===== src/rtl/mem_cmd_sequencer_pkg.sv =====
// Shared opcodes, header field positions and FSM state encoding for the memory command sequencer.
package mem_cmd_pkg;

    localparam logic [1:0] OP_NOP   = 2'b00;
    localparam logic [1:0] OP_WRITE = 2'b01;
    localparam logic [1:0] OP_READ  = 2'b10;
    localparam logic [1:0] OP_RSVD  = 2'b11;

    localparam int HDR_OP_LSB  = 6;
    localparam int HDR_LEN_LSB = 0;

    localparam logic [2:0] S_IDLE     = 3'd0;
    localparam logic [2:0] S_HDR      = 3'd1;
    localparam logic [2:0] S_ADDR     = 3'd2;
    localparam logic [2:0] S_DATA     = 3'd3;
    localparam logic [2:0] S_WRITE    = 3'd4;
    localparam logic [2:0] S_RD_ISSUE = 3'd5;
    localparam logic [2:0] S_RD_WAIT  = 3'd6;
    localparam logic [2:0] S_RSP      = 3'd7;

    function automatic logic [1:0] hdr_op(input logic [7:0] hdr);
        return hdr[HDR_OP_LSB +: 2];
    endfunction

    function automatic logic [3:0] hdr_len_m1(input logic [7:0] hdr);
        return hdr[HDR_LEN_LSB +: 4];
    endfunction

endpackage


===== src/rtl/mem_cmd_sequencer_if.sv =====
// FIFO read port, BRAM port and read-response port of the sequencer, bundled as one interface.
interface mem_cmd_sequencer_if #(
    parameter int DATA_W = 8,
    parameter int ADDR_W = 8
);
    logic              fifo_empty;
    logic              fifo_r_en;
    logic [DATA_W-1:0] fifo_data;
    logic [ADDR_W-1:0] bram_addr;
    logic [DATA_W-1:0] bram_data;
    logic              bram_we;
    logic [DATA_W-1:0] bram_out;
    logic [DATA_W-1:0] rsp_data;
    logic              rsp_valid;
    logic              rsp_ready;
    logic              busy;
    logic              err_cmd;

    modport master (
        input  fifo_empty, fifo_data, bram_out, rsp_ready,
        output fifo_r_en, bram_addr, bram_data, bram_we, rsp_data, rsp_valid, busy, err_cmd
    );

    modport slave (
        output fifo_empty, fifo_data, bram_out, rsp_ready,
        input  fifo_r_en, bram_addr, bram_data, bram_we, rsp_data, rsp_valid, busy, err_cmd
    );
endinterface


===== src/rtl/mem_cmd_sequencer_lat_counter.sv =====
// Down-counter timing a fixed read latency: done is high exactly lat cycles after start.
// Latency set by the lat input (1..2^W-1); no backpressure, a new start reloads the count.
module lat_counter #(
    parameter int W = 2
) (
    input  logic         clk,
    input  logic         reset,
    input  logic         start,
    input  logic [W-1:0] lat,
    output logic         active,
    output logic         done
);
    logic [W-1:0] cnt;

    always_ff @(posedge clk) begin
        if (reset) begin
            cnt <= '0;
        end else if (start) begin
            cnt <= lat;
        end else if (cnt != '0) begin
            cnt <= cnt - 1'b1;
        end
    end

    assign active = (cnt != '0);
    assign done   = (cnt == W'(1));
endmodule


===== src/rtl/mem_cmd_sequencer.sv =====
// Pops command frames from the FIFO read port, drives the BRAM port and returns read data.
// Write beat FIFO_RD_LAT+2 cycles, read beat BRAM_RD_LAT+2 plus any rsp_ready stall; stalls hold the response.
module mem_cmd_sequencer #(
    parameter int DATA_W      = 8,
    parameter int ADDR_W      = 8,
    parameter int FIFO_RD_LAT = 1,
    parameter int BRAM_RD_LAT = 1
) (
    input  logic                 clk_mem,
    input  logic                 reset,
    mem_cmd_sequencer_if.master  bus
);
    import mem_cmd_pkg::*;

    logic [2:0]        state;
    logic [1:0]        op;
    logic [3:0]        beats_left;
    logic [ADDR_W-1:0] addr;
    logic [ADDR_W-1:0] bram_addr_q;
    logic [DATA_W-1:0] bram_data_q;
    logic [DATA_W-1:0] rsp_data_q;
    logic              rsp_valid_q;
    logic              err_q;

    logic              pop_state;
    logic              pop;
    logic              capture;
    logic              last;
    logic              wait_start;
    logic [1:0]        wait_lat;
    logic              wait_active;
    logic              wait_done;
    logic [DATA_W-1:0] word;

    assign word      = bus.fifo_data;
    assign last      = (beats_left == 4'd0);
    assign pop_state = (state == S_IDLE) || (state == S_ADDR) || (state == S_DATA);
    // One pop in flight: a pop state only strobes again once the previous word is captured.
    assign pop       = pop_state && !wait_active && !bus.fifo_empty && !reset;
    assign capture   = wait_done && ((state == S_HDR) || (state == S_ADDR) || (state == S_DATA));

    assign wait_start = pop || (state == S_RD_ISSUE);
    assign wait_lat   = (state == S_RD_ISSUE) ? 2'(BRAM_RD_LAT) : 2'(FIFO_RD_LAT);

    lat_counter #(.W(2)) u_lat (
        .clk    (clk_mem),
        .reset  (reset),
        .start  (wait_start),
        .lat    (wait_lat),
        .active (wait_active),
        .done   (wait_done)
    );

    always_ff @(posedge clk_mem) begin
        if (reset) begin
            state       <= S_IDLE;
            op          <= OP_NOP;
            beats_left  <= '0;
            addr        <= '0;
            bram_addr_q <= '0;
            bram_data_q <= '0;
            rsp_data_q  <= '0;
            rsp_valid_q <= 1'b0;
            err_q       <= 1'b0;
        end else begin
            err_q <= 1'b0;
            case (state)
                S_IDLE: begin
                    if (pop) state <= S_HDR;
                end
                S_HDR: begin
                    if (capture) begin
                        op         <= hdr_op(word[7:0]);
                        beats_left <= hdr_len_m1(word[7:0]);
                        case (hdr_op(word[7:0]))
                            OP_WRITE, OP_READ: state <= S_ADDR;
                            OP_RSVD: begin
                                err_q <= 1'b1;
                                state <= S_IDLE;
                            end
                            default: state <= S_IDLE;
                        endcase
                    end
                end
                S_ADDR: begin
                    if (capture) begin
                        addr <= word[ADDR_W-1:0];
                        if (op == OP_READ) begin
                            bram_addr_q <= word[ADDR_W-1:0];
                            state       <= S_RD_ISSUE;
                        end else begin
                            state <= S_DATA;
                        end
                    end
                end
                S_DATA: begin
                    if (capture) begin
                        bram_addr_q <= addr;
                        bram_data_q <= word;
                        state       <= S_WRITE;
                    end
                end
                S_WRITE: begin
                    addr       <= addr + 1'b1;
                    beats_left <= beats_left - 1'b1;
                    state      <= last ? S_IDLE : S_DATA;
                end
                S_RD_ISSUE: begin
                    state <= S_RD_WAIT;
                end
                S_RD_WAIT: begin
                    if (wait_done) begin
                        rsp_data_q  <= bus.bram_out;
                        rsp_valid_q <= 1'b1;
                        state       <= S_RSP;
                    end
                end
                S_RSP: begin
                    if (bus.rsp_ready) begin
                        rsp_valid_q <= 1'b0;
                        addr        <= addr + 1'b1;
                        beats_left  <= beats_left - 1'b1;
                        // bram_addr keeps the last issued address once the frame is done.
                        if (!last) bram_addr_q <= addr + 1'b1;
                        state <= last ? S_IDLE : S_RD_ISSUE;
                    end
                end
                default: state <= S_IDLE;
            endcase
        end
    end

    assign bus.fifo_r_en = pop;
    assign bus.bram_addr = bram_addr_q;
    assign bus.bram_data = bram_data_q;
    assign bus.bram_we   = (state == S_WRITE) && !reset;
    assign bus.rsp_data  = rsp_data_q;
    assign bus.rsp_valid = rsp_valid_q;
    assign bus.busy      = (state != S_IDLE);
    assign bus.err_cmd   = err_q;
endmodule


===== src/flat_wrapper.sv =====
// flat-port wrapper written by rule: the top's interface ports become plain ports
module mem_cmd_sequencer_flat import mem_cmd_pkg::*;
#(
    parameter int DATA_W      = 8,
    parameter int ADDR_W      = 8,
    parameter int FIFO_RD_LAT = 1,
    parameter int BRAM_RD_LAT = 1
)
  (clk_mem, reset, bus_fifo_empty, bus_fifo_data, bus_bram_out, bus_rsp_ready, bus_fifo_r_en, bus_bram_addr, bus_bram_data, bus_bram_we, bus_rsp_data, bus_rsp_valid, bus_busy, bus_err_cmd);
  mem_cmd_sequencer_if #(.DATA_W(DATA_W), .ADDR_W(ADDR_W)) bus_i ();
  input  logic clk_mem;
  input  logic reset;
  input wire logic [$bits(bus_i.fifo_empty)-1:0] bus_fifo_empty;
  input wire logic [$bits(bus_i.fifo_data)-1:0] bus_fifo_data;
  input wire logic [$bits(bus_i.bram_out)-1:0] bus_bram_out;
  input wire logic [$bits(bus_i.rsp_ready)-1:0] bus_rsp_ready;
  output wire logic [$bits(bus_i.fifo_r_en)-1:0] bus_fifo_r_en;
  output wire logic [$bits(bus_i.bram_addr)-1:0] bus_bram_addr;
  output wire logic [$bits(bus_i.bram_data)-1:0] bus_bram_data;
  output wire logic [$bits(bus_i.bram_we)-1:0] bus_bram_we;
  output wire logic [$bits(bus_i.rsp_data)-1:0] bus_rsp_data;
  output wire logic [$bits(bus_i.rsp_valid)-1:0] bus_rsp_valid;
  output wire logic [$bits(bus_i.busy)-1:0] bus_busy;
  output wire logic [$bits(bus_i.err_cmd)-1:0] bus_err_cmd;
  assign bus_i.fifo_empty = bus_fifo_empty;
  assign bus_i.fifo_data = bus_fifo_data;
  assign bus_i.bram_out = bus_bram_out;
  assign bus_i.rsp_ready = bus_rsp_ready;
  assign bus_fifo_r_en = bus_i.fifo_r_en;
  assign bus_bram_addr = bus_i.bram_addr;
  assign bus_bram_data = bus_i.bram_data;
  assign bus_bram_we = bus_i.bram_we;
  assign bus_rsp_data = bus_i.rsp_data;
  assign bus_rsp_valid = bus_i.rsp_valid;
  assign bus_busy = bus_i.busy;
  assign bus_err_cmd = bus_i.err_cmd;
  mem_cmd_sequencer #(.DATA_W(DATA_W), .ADDR_W(ADDR_W), .FIFO_RD_LAT(FIFO_RD_LAT), .BRAM_RD_LAT(BRAM_RD_LAT)) u_core (.clk_mem(clk_mem), .reset(reset), .bus(bus_i));
endmodule

===== config.mk =====
export PLATFORM = sky130hd
export DESIGN_NAME = mem_cmd_sequencer_flat
export DESIGN_NICKNAME = d
export VERILOG_FILES = /design/src/rtl/mem_cmd_sequencer_pkg.sv /design/src/rtl/mem_cmd_sequencer_if.sv /design/src/rtl/mem_cmd_sequencer_lat_counter.sv /design/src/rtl/mem_cmd_sequencer.sv /design/src/flat_wrapper.sv
export SDC_FILE = /design/constraint.sdc
export NUM_CORES = 1
export LEC_CHECK = 0
export BUFFER_PORTS_ARGS = -buffer_cell sky130_fd_sc_hd__buf_2
export CAP_MARGIN = 20
export CORE_MARGIN = 2
export CORE_UTILIZATION = 55
export CTS_CLUSTER_DIAMETER = 60
export DETAILED_ROUTE_END_ITERATION = 8
export PLACE_DENSITY = 0.87
export SLEW_MARGIN = 20
export SYNTH_ARGS = -nofsm -noshare
export SYNTH_HDL_FRONTEND = slang
export SYNTH_SLANG_ARGS = --single-unit

===== constraint.sdc =====
create_clock -name clk_mem -period 2.4 [get_ports clk_mem]
set_clock_uncertainty 0.1 [all_clocks]
set_input_delay 0.36 -clock clk_mem [delete_from_list [all_inputs] [get_ports clk_mem]]
set_output_delay 0.36 -clock clk_mem [all_outputs]
set_load 0.05 [all_outputs]

Word-level counts from Yosys, hierarchy flattened
Cells that the tools add are included.
- add/sub/neg operators: 3
- multiply operators: 0
- div/mod/pow operators: 0
- order comparisons: 0
- equal/unequal tests: 20
- shift-type cells: 0
- mux-type cells: 29
- bitwise operators: 2
- reduce and logical (&&, ||, !) cells: 33
- operators by type and width (kind ; number):
    8-bit two-way mux ; 7
    8-bit one-hot mux with 3 select lines ; 2
    3-bit two-way mux ; 8
    3-bit one-hot mux with 8 select lines ; 1
    3-bit == test (second input constant) ; 4
    4-bit one-hot mux with 3 select lines ; 1
    6-bit AND reduction ; 2
    3-bit nonzero test ; 4
    2-bit by 1-bit inequality test with 1-bit output (second input constant) ; 5
    3-bit AND reduction ; 3
    8-bit by 1-bit adder with 8-bit output (second input constant) ; 1
    4-bit two-way mux ; 2
    2-bit == test (second input constant) ; 3
    3-bit by 2-bit == test with 1-bit output (second input constant) ; 2
    2-bit inequality test (second input constant) ; 3
    2-bit AND reduction ; 3
    2-bit nonzero test ; 3
    1-bit logical AND ; 5
    1-bit logical OR ; 5
    1-bit two-way mux ; 5
    2-bit by 1-bit == test with 1-bit output (second input constant) ; 2
    4-bit logical NOT ; 1
    2-bit two-way mux ; 2
    2-bit OR reduction ; 2
    8 further kinds ; 11
- bits in registers: 45
- latch bits: 0
- bits in writable memories: 0
- memory bits (read-only): 0
- input port bits: 20
- output and inout bits: 29
- memories: 0

Longest topological paths before layout
Gate-level depths: netlist of run 1.
- depth after elaboration: 8
- depth in mapped cells: 7
- mapped depth without buffers: 6

Hierarchy
A second synthesis of run 1 with hierarchy kept.
- cells, all modules: 322
- area total of the unflattened synthesis: 2489.9 µm²
- by module, submodules not included (module ; instances ; cells an instance ; area each (µm²)):
    mem_cmd_sequencer ; 1 ; 307 ; 2354.8
    lat_counter ; 1 ; 15 ; 135.1

Worst setup path after synthesis of run 1
OpenSTA, ideal clock, no wires.
- kind: register to register
- from: reg u_core.u_lat.cnt[0]
- to: reg u_core.u_lat.cnt[1]
- setup time: 0.116 ns
- arrival: 2.342 ns
- required time: 2.184 ns
- setup slack: -0.157 ns
- cell stages (with the launch flop): 7
- period minus slack after synthesis: 2.557 ns
- cells stage by stage: dfxtp_1 -> inv_1 -> ha_1 -> nor3b_1 -> nor3b_1 -> a21oi_1 -> and3_1
- longest elaborated chain between the ends: 7
- RTL lines (element ; RTL line ; source):
    start: declaration ; mem_cmd_sequencer_lat_counter.sv:13 ; logic [W-1:0] cnt;
    start signal: assignment ; mem_cmd_sequencer_lat_counter.sv:19 ; cnt <= lat;
    start signal: assignment ; mem_cmd_sequencer_lat_counter.sv:21 ; cnt <= cnt - 1'b1;
    2-bit nonzero test ; mem_cmd_sequencer_lat_counter.sv:25 ; assign active = (cnt != '0);
    1-bit logical NOT ; mem_cmd_sequencer.sv:39 ; assign pop = pop_state && !wait_active && !bus.fifo_empty && !reset;
    1-bit logical AND (3 in a row) ; mem_cmd_sequencer.sv:39 ;
    net bus_fifo_r_en ; flat_wrapper.sv:17 ; output wire logic [$bits(bus_i.fifo_r_en)-1:0] bus_fifo_r_en;
    1-bit logical OR ; mem_cmd_sequencer.sv:42 ; assign wait_start = pop || (state == S_RD_ISSUE);
    2-bit OR reduction (no source line) ; - ;
The timed path passes the listed nets, and every way through them passes these cells.
A chain may end at the register's enable or synchronous reset.

Worst setup path after layout of run 1
- from: reg u_core.u_lat.cnt[0]
- to: out bus_fifo_r_en
- longest elaborated chain between the ends: 5
- RTL lines (element ; RTL line):
    2-bit nonzero test ; mem_cmd_sequencer_lat_counter.sv:25
    1-bit logical NOT ; mem_cmd_sequencer.sv:39
    1-bit logical AND (3 in a row) ; mem_cmd_sequencer.sv:39
    end: declaration ; flat_wrapper.sv:17
Every way passes these cells.

==> impl_metrics.tcl, run 1 <==
set metrics [dict create \
    status "completed" \
    syn_nets 333 \
    worst_slew_pin_slew_ns 0.593 \
    nNetsFinal 370 \
    cts_tree "yes" \
    dp_hpwl_um 4550 \
    dieWidth_um 71.6 \
    synth_top_area_share_pct 35.9 \
    synth_seq_cells 45 \
    cts_max_path_buffers 2 \
    grt_pass1_wl_um 10300 \
    clkPwrFrac_pct 26.6 \
    ir_worst_vdd_uv 323 \
    vias 2529 \
    critical_path_class "register to output pin" \
    rows 24 \
    fin_crit_ns 2.20 \
    tns_ns 0 \
    die_height_um 71.6 \
    area_growth_pct 12.6 \
    cts_max_level 2 \
    layout_worst_path_cycle_share_pct 91.8 \
    drt_iter0_markers 219 \
    p_sw_mw 0.684 \
    drive_gt1_share_pct 22.5 \
    drc 0 \
    async_flop_share_pct 0 \
    syn_avg_cell_area_um2 8.15 \
    portBuffers 48 \
    reg2reg_slack_ns 0.29 \
    postCtsSetupBuffers 0 \
    cts_sinks 45 \
    antenna_found_initial 0 \
    grt_usage_pct 25.4 \
    slew_viol_final 0 \
    seqPwrFrac_pct 46.3 \
    routed_via_density 6.35 \
    start_kind "register" \
    overflow 0 \
    required_ns 1.94 \
    stdcell_count 398 \
    cts_root_buf "clkbuf_8" \
    synthFlopType "dfxtp_1" \
    cts.clk_slew.worst_paths_ns 0.09 \
    ant_nets 0 \
    initial_core_util_pct 57.3 \
    rsz0062_at_grt "false" \
    ys_seq_area_share_pct 35.9 \
    numCtsBuffers 5 \
    postCtsResizedCells 0 \
    ys_warn_count 0 \
    cts_hold_buf 0 \
    synth_top_area_cell "dfxtp_1" \
    clkLatencyLatePin_ns 0.31 \
    placed_cells 390 \
    gp_congestion 0.939 \
    setup_viol 0 \
    slew_headroom_pct 60.3 \
    fmax_mhz 454 \
    hp-class "primary input to register" \
    hold_viol 0 \
    syn_area_um2 2510 \
    synth_enable_flop_cells 0 \
    wirelength_um 6490 \
    holdWs_ns 0.181 \
    grt_max_degree 29 \
    worstPathMaxFanout 4 \
    core-area_um2 4380 \
    end_kind "output pin" \
    dr.pass1.iters 5 \
    pin_count 49 \
    synthTopCellsByArea "dfxtp_1 36%, nand2_1 8.2%, a21oi_1 7.2%" \
    p_comb_share_pct 27.1 \
    arrival_ns 1.74 \
    intPower_mw 1.18 \
    antenna_cells 0 \
    routedWlPerCell_um 16.3 \
    dieArea_um2 5120 \
    netlist_instances 308 \
    leakage_nw 1.05 \
    p_per_area_nw_per_um2 658 \
    synth_cell_types 63 \
    drv_cap 0 \
    power.share.switching_pct 36.8 \
    grt_pass1_vias 2205 \
]
-- path summary, 6_finish.rpt --
check / start / endpoint / cells past startpoint
max: u_core.u_lat.cnt[0] / bus_fifo_r_en / 5
max reg2reg: u_core.u_lat.cnt[0] / u_core.bus.bram_addr[2] / 5
min reg2reg: u_core.bus.rsp_data[5] / u_core.bus.rsp_data[5] / 2
min: bus_bram_out[7] / u_core.bus.rsp_data[7] / 3
-- critical path, stage by stage (launching register included) --
cell and delay (ns):
dfxtp_1 0.34, inv_1 0.06, ha_1 0.21, nor3b_1 0.30, nor3b_2 0.24, buf_2 0.29
-- layer usage --
metal,track usage (%),part of all wire (%),wire length [um]
met1,34.9,43,2800
met2,38.6,46,3010
met3,4.78,7.6,494
met4,12.2,2.9,186
met5,0,0,0
-- cell usage after synthesis (4+ instances only) --
cell       instances
xor2_1             4
o32ai_1            5
o21ai_0           14
a21oi_1           36
buf_4              4
nand3_1           10
clkbuf_1           8
dfxtp_1           45
ha_1               5
o2111ai_1          4
inv_1              8
nand4_1            4
o31ai_1            4
buf_2              8
nand2_1           55
nor2_1             8
nor3_1            10
-- layout by cell type, fill, tap and decap left out, drive strengths merged, types with 2 or more instances in the layout --
cell / instances
a2111oi: 3
nand4: 4
inv: 9
o2bb2ai: 3
nand3b: 2
or3: 2
clkinv: 4
nand2: 55
nand2b: 2
nor3: 10
and2: 2
a21oi: 38
clkbuf: 5
a311oi: 2
xor2: 5
or2: 4
buf: 53
a22o: 2
or3b: 2
o211ai: 2
mux2i: 2
a31oi: 2
nor3b: 3
nand4bb: 2
xnor2: 2
o31a: 3
o21a: 2
o31ai: 4
nor2: 9
o2111ai: 4
ha: 5
nand3: 10
a32o: 3
o22ai: 2
a31o: 4
o21ai: 14
nor2b: 3
and3: 3
dfxtp: 45
o32ai: 6
-- stage by stage --
stage	worst slack [ns]	cell area, um^2	utilization (%)	total power [mW]
final	0.197	2830	64.5	1.86
after detailed placement	0.238	2730	62.3	1.37
after global placement	0.329	2730	62.3	1.35
after floorplan	0.00867	2520	-	1.28
after global routing	0.0869	2830	64.5	1.94
after CTS	0.0540	2820	64.4	1.85
-- power by group through the flow --
stage,registers (mW),logic (mW),clock network [mW]
6_report,0.861,0.505,0.494
5_1_grt,0.869,0.549,0.518
4_1_cts,0.857,0.500,0.495
3_5_place_dp,0.875,0.494,0
3_3_place_gp,0.871,0.484,0
2_1_floorplan,0.822,0.459,0
-- logic make-up after synthesis --
kind of cell | count (synthesis) | synth area share (%)
and+or+nand+nor | 116 | 23.3
muxes | 3 | 1.25
buffers and inverters | 33 | 6.53
DFF | 45 | 35.9
AOI/OAI and AO/OA | 99 | 27.4
xor gates and xnor gates | 7 | 3.19
adders and majority gates | 5 | 2.49
-- state kept, by name, indices dropped and copies added, names as in the netlist --
name                  flops
u_core.addr               8
u_core.state              3
u_core.op                 2
u_core.bus.bram_data      8
u_core.bus.rsp_data       8
u_core.bus.err_cmd        1
u_core.beats_left         4
u_core.bus.rsp_valid      1
u_core.u_lat.cnt          2
u_core.bus.bram_addr      8
-- final cells by class --
| type | instances | area, um^2 |
|---|---|---|
| timing repair buffer | 53 | 278 |
| multi-input combinational | 230 | 1450 |
| sequential | 45 | 903 |
| tap | 52 | 65.1 |
| inverter | 10 | 37.5 |
| clock inverter | 3 | 22.5 |
| clock buffer | 5 | 68.8 |
| fill | 376 | 1560 |
(Power assumes the default switching activity.)
==> run 2: changes to the inputs <==
Clock period 2.4 ns to 2.7 ns, I/O delays scaled along.
==> run 2 against run 1 <==
Net effect: critical path type unchanged; design area is 0.31% lower; sequential cell count did not move; highest routed layer unchanged; routed wire length up 3.0%; power is 10% lower; register-to-register slack better by 0.14 ns; non-clock buffer count is the same.
==> impl_metrics.tcl, run 2 (synthesis results as in run 1) <==
set metrics [dict create \
    rsz0062_at_grt "false" \
    arrival_ns 1.98 \
    r2r-start "u_core.state[0]" \
    ant_nets 0 \
    regArea_um2 901 \
    slew_viol_final 0 \
    leakage_nw 1.04 \
    cts_hold_buf 0 \
    fin_crit_ns 2.49 \
    drc 0 \
    min_path_cells 3 \
    routed_via_density 6.36 \
    hold_viol 0 \
    whs_endpoint "u_core.bus.rsp_data[2]" \
    cts_max_path_buffers 2 \
    nFillCells 379 \
    antenna_found_initial 0 \
    cp_slowest_cell "dfxtp_1" \
    cts_max_level 2 \
    grt_usage_pct 26.0 \
    reg2reg_depth 4 \
    postCtsSetupBuffers 0 \
    cp_cell_sequence "nor2b_1 -> nor3b_1 -> buf_2" \
    required_ns 2.19 \
    setup_viol 0 \
    worstHoldStart "bus_bram_out[2]" \
    core-area_um2 4380 \
    nNetsFinal 370 \
    cts_sinks 45 \
    dp_hpwl_um 4680 \
    wirelength_um 6690 \
    fin_ws_ns 0.214 \
    crit_family "flip-flops" \
    postCtsResizedCells 0 \
    slowest_delay_ns 0.87 \
    status "completed" \
    cts_tree "yes" \
    overflow 0 \
    worstPathMaxFanout 21 \
    clkLatencyLatePin_ns 0.30 \
    slew_headroom_pct 42.6 \
    layout_common_cells "55 x nand2_1, 48 x buf_2, 45 x dfxtp_1, 36 x a21oi_1, 14 x o21ai_0" \
    drive_gt1_share_pct 21.7 \
    grt_pass1_vias 2306 \
    ir_worst_vdd_uv 327 \
    cts.clk_slew.worst_paths_ns 0.09 \
    p_per_area_nw_per_um2 591 \
    pin_count 49 \
    vias 2531 \
    post-place-ws_ns 0.492 \
    tns_ns 0 \
    initial_core_util_pct 57.3 \
    area_growth_pct 12.2 \
    die_height_um 71.6 \
    numCtsBuffers 5 \
    rows 24 \
    drv_cap 0 \
    drt_iter0_markers 168 \
    gp_congestion 0.882 \
    dr.pass1.iters 5 \
    fmax_mhz 402 \
    worst_slew_pin_slew_ns 0.859 \
    layout_commonest_cell "nand2_1" \
    r2r-end "u_core.bus.bram_data[1]" \
    cts_root_buf "clkbuf_8" \
    layout_worst_path_cycle_share_pct 92.1 \
    grt_pass1_wl_um 10500 \
    crit_buf_inv 1 \
    portBuffers 48 \
    antenna_cells 0 \
    start_kind "register" \
    end_kind "output pin" \
    dieWidth_um 71.6 \
    multi_input_area_um2 1450 \
    dieArea_um2 5120 \
    routedWlPerCell_um 16.8 \
    grt_max_degree 39 \
    critical_path_class "register to output pin" \
    reg2reg_slack_ns 0.43 \
    hp-class "primary input to register" \
]
-- run 2: routing by layer --
metal / routed length, um / share of wire (%) / global-route usage [%]
met4: 183 / 2.7 / 12.4
met3: 464 / 6.9 / 4.50
met5: 0 / 0 / 0
met2: 3360 / 50 / 45.0
met1: 2680 / 40 / 31.2
-- run 2: worst max path at each step --
stage | startpoint | to | cells past startpoint
CTS | u_core.state[1] | bus_fifo_r_en | 3
global route | u_core.state[1] | bus_fifo_r_en | 3
detailed placement | u_core.state[0] | u_core.bus.bram_data[1] | 4
finish | u_core.state[1] | bus_fifo_r_en | 3
floorplan | u_core.u_lat.cnt[0] | u_core.u_lat.cnt[1] | 6
global placement | u_core.state[0] | u_core.bus.bram_data[4] | 4
-- run 2: worst min-delay path, cell delays in order --
cell and delay [ns]:
buf_2 0.09, nand2_1 0.04, a21oi_1 0.05
-- run 2: stage by stage --
step / power (mW) / instance area [um^2] / hold slack [ns] / util (%) / std cells
after floorplan: 1.14 / 2510 / 0.332 / - / 308
after global placement: 1.21 / 2730 / 0.339 / 62.2 / 390
after detailed placement: 1.23 / 2730 / 0.345 / 62.2 / 390
after CTS: 1.66 / 2820 / 0.226 / 64.3 / 398
after global routing: 1.74 / 2820 / 0.231 / 64.3 / 398
final: 1.67 / 2820 / 0.227 / 64.3 / 398
-- run 2: final cells by class --
| class | count | share of cell area [%] |
|---|---|---|
| clock buffers | 5 | 2.44 |
| repair buffers | 53 | 9.86 |
| inverters | 10 | 1.33 |
| clock inverters | 3 | 0.755 |
| flip-flops and latches | 45 | 32.0 |
| multi-input cells | 230 | 51.3 |
| well taps | 52 | 2.31 |
-- run 2: power breakdown --
part	total [mW]	switching [mW]	internal (mW)
logic	0.460	0.289	0.171
registers	0.766	0.0723	0.694
clock network	0.439	0.255	0.184
total	1.67	0.616	1.05
